`config.mk`:
```
export PLATFORM = sky130hd
export DESIGN_NAME = agnus_dma_slot_arbiter
export DESIGN_NICKNAME = d
export VERILOG_FILES = /design/src/rtl/agnus_pkg.sv /design/src/rtl/agnus_beam_counter.sv /design/src/rtl/agnus_dma_slot_arbiter.sv
export SDC_FILE = /design/constraint.sdc
export NUM_CORES = 1
export LEC_CHECK = 0
export CAP_MARGIN = 20
export CORE_ASPECT_RATIO = 0.6
export CORE_MARGIN = 8
export CORE_UTILIZATION = 45
export CTS_BUF_LIST = sky130_fd_sc_hd__clkbuf_8
export CTS_CLUSTER_SIZE = 24
export DETAILED_ROUTE_END_ITERATION = 8
export PLACE_DENSITY = 0.78
export SYNTH_ARGS = -nofsm -noshare
export SYNTH_HDL_FRONTEND = slang
export SYNTH_HIERARCHICAL = 1
export SYNTH_SLANG_ARGS = --single-unit
```
`constraint.sdc`:
```
create_clock -name CCK -period 4.1 [get_ports CCK]
set_input_delay 1.23 -clock CCK [delete_from_list [all_inputs] [get_ports CCK]]
set_output_delay 1.23 -clock CCK [all_outputs]
set_load 0.1 [all_outputs]
```
`src/rtl/agnus_pkg.sv`:
```
// Shared types and constants for the Agnus chip-RAM DMA slot scheduler.
package agnus_pkg;

  typedef enum logic [3:0] {
    OWN_IDLE     = 4'd0,
    OWN_REFRESH  = 4'd1,
    OWN_DISK     = 4'd2,
    OWN_AUDIO    = 4'd3,
    OWN_SPRITE   = 4'd4,
    OWN_BITPLANE = 4'd5,
    OWN_COPPER   = 4'd6,
    OWN_BLITTER  = 4'd7,
    OWN_CPU      = 4'd8
  } owner_t;

  localparam int DMAEN = 9;
  localparam int BPLEN = 8;
  localparam int COPEN = 7;
  localparam int BLTEN = 6;
  localparam int SPREN = 5;
  localparam int DSKEN = 4;

  localparam logic [7:0] SLOT_REFRESH_LAST = 8'h07;
  localparam logic [7:0] SLOT_DISK0        = 8'h09;
  localparam logic [7:0] SLOT_DISK_LAST    = 8'h0D;
  localparam logic [7:0] SLOT_AUD0         = 8'h0F;
  localparam logic [7:0] SLOT_AUD_LAST     = 8'h15;
  localparam logic [7:0] SLOT_SPR0         = 8'h17;
  localparam logic [7:0] SLOT_SPR_LAST     = 8'h35;

  // Fetch-slot offset within an 8-cycle group -> plane number (0 = no plane)
  function automatic logic [2:0] plane_of(input logic [2:0] off);
    case (off)
      3'd7:    plane_of = 3'd1;
      3'd3:    plane_of = 3'd2;
      3'd5:    plane_of = 3'd3;
      3'd1:    plane_of = 3'd4;
      3'd6:    plane_of = 3'd5;
      3'd2:    plane_of = 3'd6;
      default: plane_of = 3'd0;
    endcase
  endfunction

endpackage

```
`src/rtl/agnus_beam_counter.sv`:
```
// Horizontal/vertical beam counters with registered start-of-line/frame pulses.
module agnus_beam_counter #(
  parameter int HPOS_MAX = 226,
  parameter int LINES    = 312
) (
  input  logic       clk,
  input  logic       rst,
  output logic [7:0] hpos,
  output logic [8:0] vpos,
  output logic       sol,
  output logic       sof
);

  localparam logic [7:0] HMAX = 8'(HPOS_MAX);
  localparam logic [8:0] VMAX = 9'(LINES - 1);

  always_ff @(posedge clk or posedge rst) begin
    if (rst) begin
      hpos <= '0;
      vpos <= '0;
      sol  <= 1'b0;
      sof  <= 1'b0;
    end else begin
      sol <= (hpos == HMAX);
      sof <= (hpos == HMAX) && (vpos == VMAX);
      if (hpos == HMAX) begin
        hpos <= '0;
        vpos <= (vpos == VMAX) ? 9'd0 : vpos + 9'd1;
      end else begin
        hpos <= hpos + 8'd1;
      end
    end
  end

endmodule

```
`src/rtl/agnus_dma_slot_arbiter.sv`:
```
// Per-colour-clock chip-bus slot arbiter; owner is registered (latency 1).
// Optional AGNUS_BLIT_NICE_EN adds the CPU starvation counter for blitter-nice mode.
module agnus_dma_slot_arbiter
  import agnus_pkg::*;
#(
  parameter int HPOS_MAX = 226,
  parameter int LINES    = 312
) (
  input  logic       CCK,
  input  logic       RES,
  input  logic [9:0] dmacon,
  input  logic       blt_pri,
  input  logic [7:0] ddfstrt,
  input  logic [7:0] ddfstop,
  input  logic [2:0] nplanes,
  input  logic       bpl_vwin,
  input  logic       dsk_req,
  input  logic [3:0] aud_req,
  input  logic [7:0] spr_req,
  input  logic       cop_req,
  input  logic       blt_req,
  input  logic       cpu_req,
  output logic [7:0] hpos,
  output logic [8:0] vpos,
  output owner_t     owner,
  output logic [2:0] owner_idx,
  output logic       dma_cycle,
  output logic       cpu_grant,
  output logic       sol,
  output logic       sof
);

  agnus_beam_counter #(.HPOS_MAX(HPOS_MAX), .LINES(LINES)) u_beam (
    .clk (CCK),
    .rst (RES),
    .hpos(hpos),
    .vpos(vpos),
    .sol (sol),
    .sof (sof)
  );

  logic       dmaen, odd;
  logic       refresh_slot, disk_slot, aud_slot, spr_slot;
  logic [1:0] aud_n;
  logic [2:0] spr_n, plane, np_eff;
  logic       bpl_win, bpl_hit, cpu_force;
  owner_t     nxt_owner;
  logic [2:0] nxt_idx;

  assign dmaen        = dmacon[DMAEN];
  assign odd          = hpos[0];
  assign refresh_slot = odd && (hpos <= SLOT_REFRESH_LAST);
  assign disk_slot    = odd && (hpos >= SLOT_DISK0) && (hpos <= SLOT_DISK_LAST);
  assign aud_slot     = odd && (hpos >= SLOT_AUD0) && (hpos <= SLOT_AUD_LAST);
  assign spr_slot     = odd && (hpos >= SLOT_SPR0) && (hpos <= SLOT_SPR_LAST);
  assign aud_n        = 2'((hpos - SLOT_AUD0) >> 1);
  assign spr_n        = 3'((hpos - SLOT_SPR0) >> 2);

  // Window compared in 9 bits so a stop of 0xF8+ still closes past 0xFF
  assign bpl_win = dmaen && dmacon[BPLEN] && bpl_vwin && (ddfstrt <= ddfstop) &&
                   ({1'b0, hpos} >= {1'b0, ddfstrt & 8'hF8}) &&
                   ({1'b0, hpos} <  ({1'b0, ddfstop & 8'hF8} + 9'd8));
  assign np_eff  = (nplanes == 3'd7) ? 3'd6 : nplanes;
  assign plane   = plane_of(hpos[2:0]);
  assign bpl_hit = bpl_win && (plane != 3'd0) && (plane <= np_eff);

`ifdef AGNUS_BLIT_NICE_EN
  logic [1:0] cpu_miss;

  assign cpu_force = !blt_pri && (cpu_miss == 2'd3) && cpu_req;

  always_ff @(posedge CCK or posedge RES) begin
    if (RES)
      cpu_miss <= 2'd0;
    else if (blt_pri || !cpu_req || nxt_owner == OWN_CPU)
      cpu_miss <= 2'd0;
    else if (nxt_owner == OWN_BLITTER)
      cpu_miss <= cpu_miss + 2'd1;
  end
`else
  logic unused_blt_pri;
  assign unused_blt_pri = blt_pri;
  assign cpu_force      = 1'b0;
`endif

  always_comb begin
    nxt_owner = OWN_IDLE;
    nxt_idx   = 3'd0;
    if (refresh_slot) begin
      nxt_owner = OWN_REFRESH;
    end else if (disk_slot && dmaen && dmacon[DSKEN] && dsk_req) begin
      nxt_owner = OWN_DISK;
    end else if (aud_slot && dmaen && dmacon[aud_n] && aud_req[aud_n]) begin
      nxt_owner = OWN_AUDIO;
      nxt_idx   = {1'b0, aud_n};
    end else if (bpl_hit) begin
      nxt_owner = OWN_BITPLANE;
      nxt_idx   = plane - 3'd1;
    end else if (spr_slot && dmaen && dmacon[SPREN] && spr_req[spr_n]) begin
      nxt_owner = OWN_SPRITE;
      nxt_idx   = spr_n;
    end else if (cpu_force) begin
      nxt_owner = OWN_CPU;
    end else if (!odd && dmaen && dmacon[COPEN] && cop_req) begin
      nxt_owner = OWN_COPPER;
    end else if (dmaen && dmacon[BLTEN] && blt_req) begin
      nxt_owner = OWN_BLITTER;
    end else if (cpu_req) begin
      nxt_owner = OWN_CPU;
    end
  end

  always_ff @(posedge CCK or posedge RES) begin
    if (RES) begin
      owner     <= OWN_IDLE;
      owner_idx <= 3'd0;
      dma_cycle <= 1'b0;
      cpu_grant <= 1'b0;
    end else begin
      owner     <= nxt_owner;
      owner_idx <= nxt_idx;
      dma_cycle <= (nxt_owner != OWN_IDLE) && (nxt_owner != OWN_CPU);
      cpu_grant <= (nxt_owner == OWN_CPU);
    end
  end

endmodule

```
==> impl_results.md <==
- Number of design-rule violations left by the first detailed-router iteration: 121
- Worst Path Required: around 4.3 ns
- Filler cells: 412
- Cell breakdown of the critical path: clkdlybuf4s50_1 -> ha_1 -> xnor2_1 -> ha_1 -> a21oi_1 -> a21boi_1 -> o21a_1 -> o22ai_1 -> o2111ai_4 -> mux2_2 -> o21ai_1
- Async set-reset flop share out of synthesis: 100%
- H-tree Lvls: 1
- Total design power: 0.000642 W
- First-pass GRT wire length: 10.3 mm
- Most frequent cells in the layout: sky130_fd_sc_hd__clkdlybuf4s50_1 (64), sky130_fd_sc_hd__ha_1 (33), sky130_fd_sc_hd__dfrtp_1 (28)
- Routability congestion estimate from global placement: 0.820
- Count of final max-slew check failures: 0
- Setup crit end kind: flop
- Synthesized area: between 2000 and 2500 um2
- Number of flip-flops and latches in the synthesized netlist: 28
- Status: finished clean
- Std-Cell Rows: 20
- Clock-pin transition on the worst setup and hold timing paths: 0.10 ns
- Clock latency of the later-clocked register in the worst-skew pair: 0.27 ns
- Relative slew margins: 34.2%
- Clock tree from TritonCTS: built
- Vias after detailed routing: 2224
- Clk Tree Root Cell: sky130_fd_sc_hd__clkbuf_8
- Height of the chip: 73.0 um
- Critical path arrival: 3.79 ns
- Number of buffers added by the clock tree synthesis step: 3
- Area occupied by registers: roughly 700 um2
- Average cell area after synthesis: 9.14 um2
- Cells after Synth: between 200 and 300
- Number of nets with antenna violations after detailed routing: 0
- Most frequent standard cell in the layout excluding fill and tap cells: sky130_fd_sc_hd__clkdlybuf4s50_1
- Num Clock Sinks: 28
- Flip-flop cell with the highest count after synthesis: sky130_fd_sc_hd__dfrtp_1
- Final cycle utilization of the critical path: between 80% and 90%
- Number of buffers on the longest clock path: 2
- Cells resized by post-CTS repair: 0
- Detailed placer's ending HPWL: 5.15 mm
- Slowest Stage Delay on Critical Path: 0.48 ns
- Slew at the pin closest to its max-slew limit: 0.984 ns
- Setup repair after global routing missed its margin: false
- Port-buffer cells: 75
- Share of post-route cells with drive strength above 1: 11.7%
- Number of distinct library cell variants in the gate-level netlist after synthesis: just over 60
- Horizontal die dimension: 111 um
- Number of nets at the end of the flow: ~430
- Count of maximum capacitance violations: 0
- Number of detailed-routing iterations run before antenna repair: 4
- Crit path launch type: input pin
- Via count of the first global-routing pass: 2129
- Final setup TNS: 0 ns
- Power Dens Cells: roughly 200 nW/um2
- Number of hold violations in the final report: 0
- Share of synthesized area occupied by flip-flops and latches: 28.8%
- Maximum number of pins on one net before global-route repair: 20
- Worst slack on hold paths: 0.529 ns
- Antenna violations before repair: 0
- Synthesized netlist net count: roughly 350
- Number of vias per cell: 5.45
- Setup violations, final: 0
- Routed wirelength normalized by instance count: 15.4 um
- Worst path top cell family by delay: compound AO/OA/AOI/OAI gates
- P_leak: 1.52 nW
- Most prevalent standard cell on the critical path: sky130_fd_sc_hd__ha_1
- Max Clk Rate: 279 MHz
- Floorplan Core Area: a little over 5000 um2
- Critical path peak fanout: 6
- Slowest stage cell, crit path: sky130_fd_sc_hd__clkdlybuf4s50_1
- Worst vdd ir: 0.120 mV
- Total instance count after detailed placement: 404
- Number of enable flip-flop cells after synthesis: 0
- Final critical path time including I/O delays and setup: 3.58 ns
- Post-route non-filler standard cell count: 408
- Worst min-delay path category: flop to flop
- Initial Utilization: 47.4%
- Wire length after detailed routing: 6.28 mm
- Area of the die: 8090 um2
- Remaining global-route overflow: 0
- Post-CTS Hold Buffers: 0
- Number of post-CTS setup repair buffers: 0
- Area added between synthesis and finish: 34.7%
- Number of buffer and inverter stages on the critical path: 1
- Yosys synthesis warning count: 6
- Final Skew: 0.00421 ns
- Kind of critical path: input pin to flop
- Multi-input gate area in the final layout: 1580 um2
- Global router's overall resource usage: 15.1%
- DRC violations left: 0
- Number of diodes added for antenna fixing: 0
- Ports placed on the boundary: 77
## flip-flops by register name, summed over array words and instances (netlist names)
register and count:
u_beam/vpos 9, u_beam/hpos 8, owner 4, owner_idx 3
cpu_grant 1, dma_cycle 1, u_beam/sof 1, u_beam/sol 1
## power breakdown
part | switching (W) | internal [W] | leakage, nW | total [W]
logic | 0.0000731 | 0.0000722 | 1.11 | 0.000145
clock network | 0.0000858 | 0.000131 | 0.0357 | 0.000216
registers | 0.000000884 | 0.000279 | 0.370 | 0.000280
## cells by family (layout without fill, tap and decap cells)
| kind of cell | Yosys count | count (layout) | share of synthesized area (%) |
|---|---|---|---|
| XOR/XNOR | 14 | 14 | 5.66 |
| flip-flops | 28 | 28 | 28.8 |
| adder cells (fa/ha/maj) | 33 | 33 | 17.0 |
| AO/OA/AOI/OAI | 54 | 54 | 15.3 |
| multiplexers | 5 | 5 | 2.67 |
| buffers and inverters | 32 | 108 | 6.17 |
| AND/OR/NAND/NOR | 100 | 100 | 24.4 |
## per-stage QoR
| stage | worst slack [ns] | util [%] | area [um2] |
|---|---|---|---|
| after floorplan | 0.591 | - | 2430 |
| after global placement | 0.295 | 62.5 | 3210 |
| after detailed placement | 0.224 | 62.5 | 3210 |
| after CTS | 0.519 | 63.9 | 3280 |
| after global routing | 0.387 | 63.9 | 3280 |
| final | 0.519 | 63.9 | 3280 |
## worst min-delay path, stage by stage, from the launching register on
cell	delay (ns)
sky130_fd_sc_hd__dfrtp_1	0.40
sky130_fd_sc_hd__nand2_1	0.06
sky130_fd_sc_hd__nand2_1	0.05
## final timing paths
| check | slack, ns | cells after the start | from | endpoint |
|---|---|---|---|---|
| setup reg to reg | 0.76 | 11 | u_beam/hpos[0]$_DFF_PP0_ | owner_idx[0]$_DFF_PP0_ |
| hold reg to reg | 0.53 | 2 | u_beam/vpos[1]$_DFFE_PP0N_ | u_beam/vpos[1]$_DFFE_PP0N_ |
| max in group asynchronous | 2.21 | 2 | RES | u_beam/hpos[0]$_DFF_PP0_ |
| min in group asynchronous | 1.24 | 2 | RES | owner[0]$_DFF_PP0_ |
| setup / recovery | 0.52 | 11 | ddfstop[3] | owner_idx[0]$_DFF_PP0_ |
| hold / removal | 0.53 | 2 | u_beam/vpos[1]$_DFFE_PP0N_ | u_beam/vpos[1]$_DFFE_PP0N_ |
## routing by layer
metal	wire (um)	track usage [%]	share of wire (%)	vias up
met1	3080	20.0	49	1042
met5	0	0	0	-
met4	33	1.49	0.53	0
li1	-	-	-	1113
met2	2860	25.0	45	65
met3	307	3.61	4.9	4
## cells in the mapped netlist (2+ instances only)
library cell / number / area (um2)
sky130_fd_sc_hd__ha_1: 33 / 413
sky130_fd_sc_hd__dfrtp_1: 28 / 701
sky130_fd_sc_hd__inv_1: 25 / 93.8
sky130_fd_sc_hd__nand2_1: 20 / 75.1
sky130_fd_sc_hd__nor2_1: 19 / 71.3
sky130_fd_sc_hd__a21oi_1: 16 / 80.1
sky130_fd_sc_hd__nand3_1: 14 / 70.1
sky130_fd_sc_hd__o21ai_0: 11 / 55.1
sky130_fd_sc_hd__xnor2_1: 11 / 96.3
sky130_fd_sc_hd__nand4_1: 9 / 56.3
sky130_fd_sc_hd__and3_1: 7 / 43.8
sky130_fd_sc_hd__nand3b_1: 5 / 37.5
sky130_fd_sc_hd__a31oi_1: 3 / 18.8
sky130_fd_sc_hd__nor3_1: 3 / 15.0
sky130_fd_sc_hd__o211ai_1: 3 / 22.5
sky130_fd_sc_hd__a41oi_1: 2 / 17.5
sky130_fd_sc_hd__and2_1: 2 / 12.5
sky130_fd_sc_hd__and4_1: 2 / 17.5
sky130_fd_sc_hd__inv_2: 2 / 7.51
sky130_fd_sc_hd__mux2_2: 2 / 22.5
sky130_fd_sc_hd__mux2i_1: 2 / 20.0
sky130_fd_sc_hd__nand4b_1: 2 / 17.5
sky130_fd_sc_hd__nor2b_1: 2 / 12.5
sky130_fd_sc_hd__o21a_1: 2 / 15.0
sky130_fd_sc_hd__o21ai_1: 2 / 10.0
sky130_fd_sc_hd__o31ai_1: 2 / 15.0
sky130_fd_sc_hd__xnor2_2: 2 / 32.5
## final cells by class
class,instances,share of cell area [%]
sequential,28,21.4
inverter,28,3.36
clock buffer,3,1.26
tap,66,2.52
clock inverter,1,0.916
multi-input combinational,206,48.3
timing repair buffer,76,22.3
(Power assumes the default switching activity.)
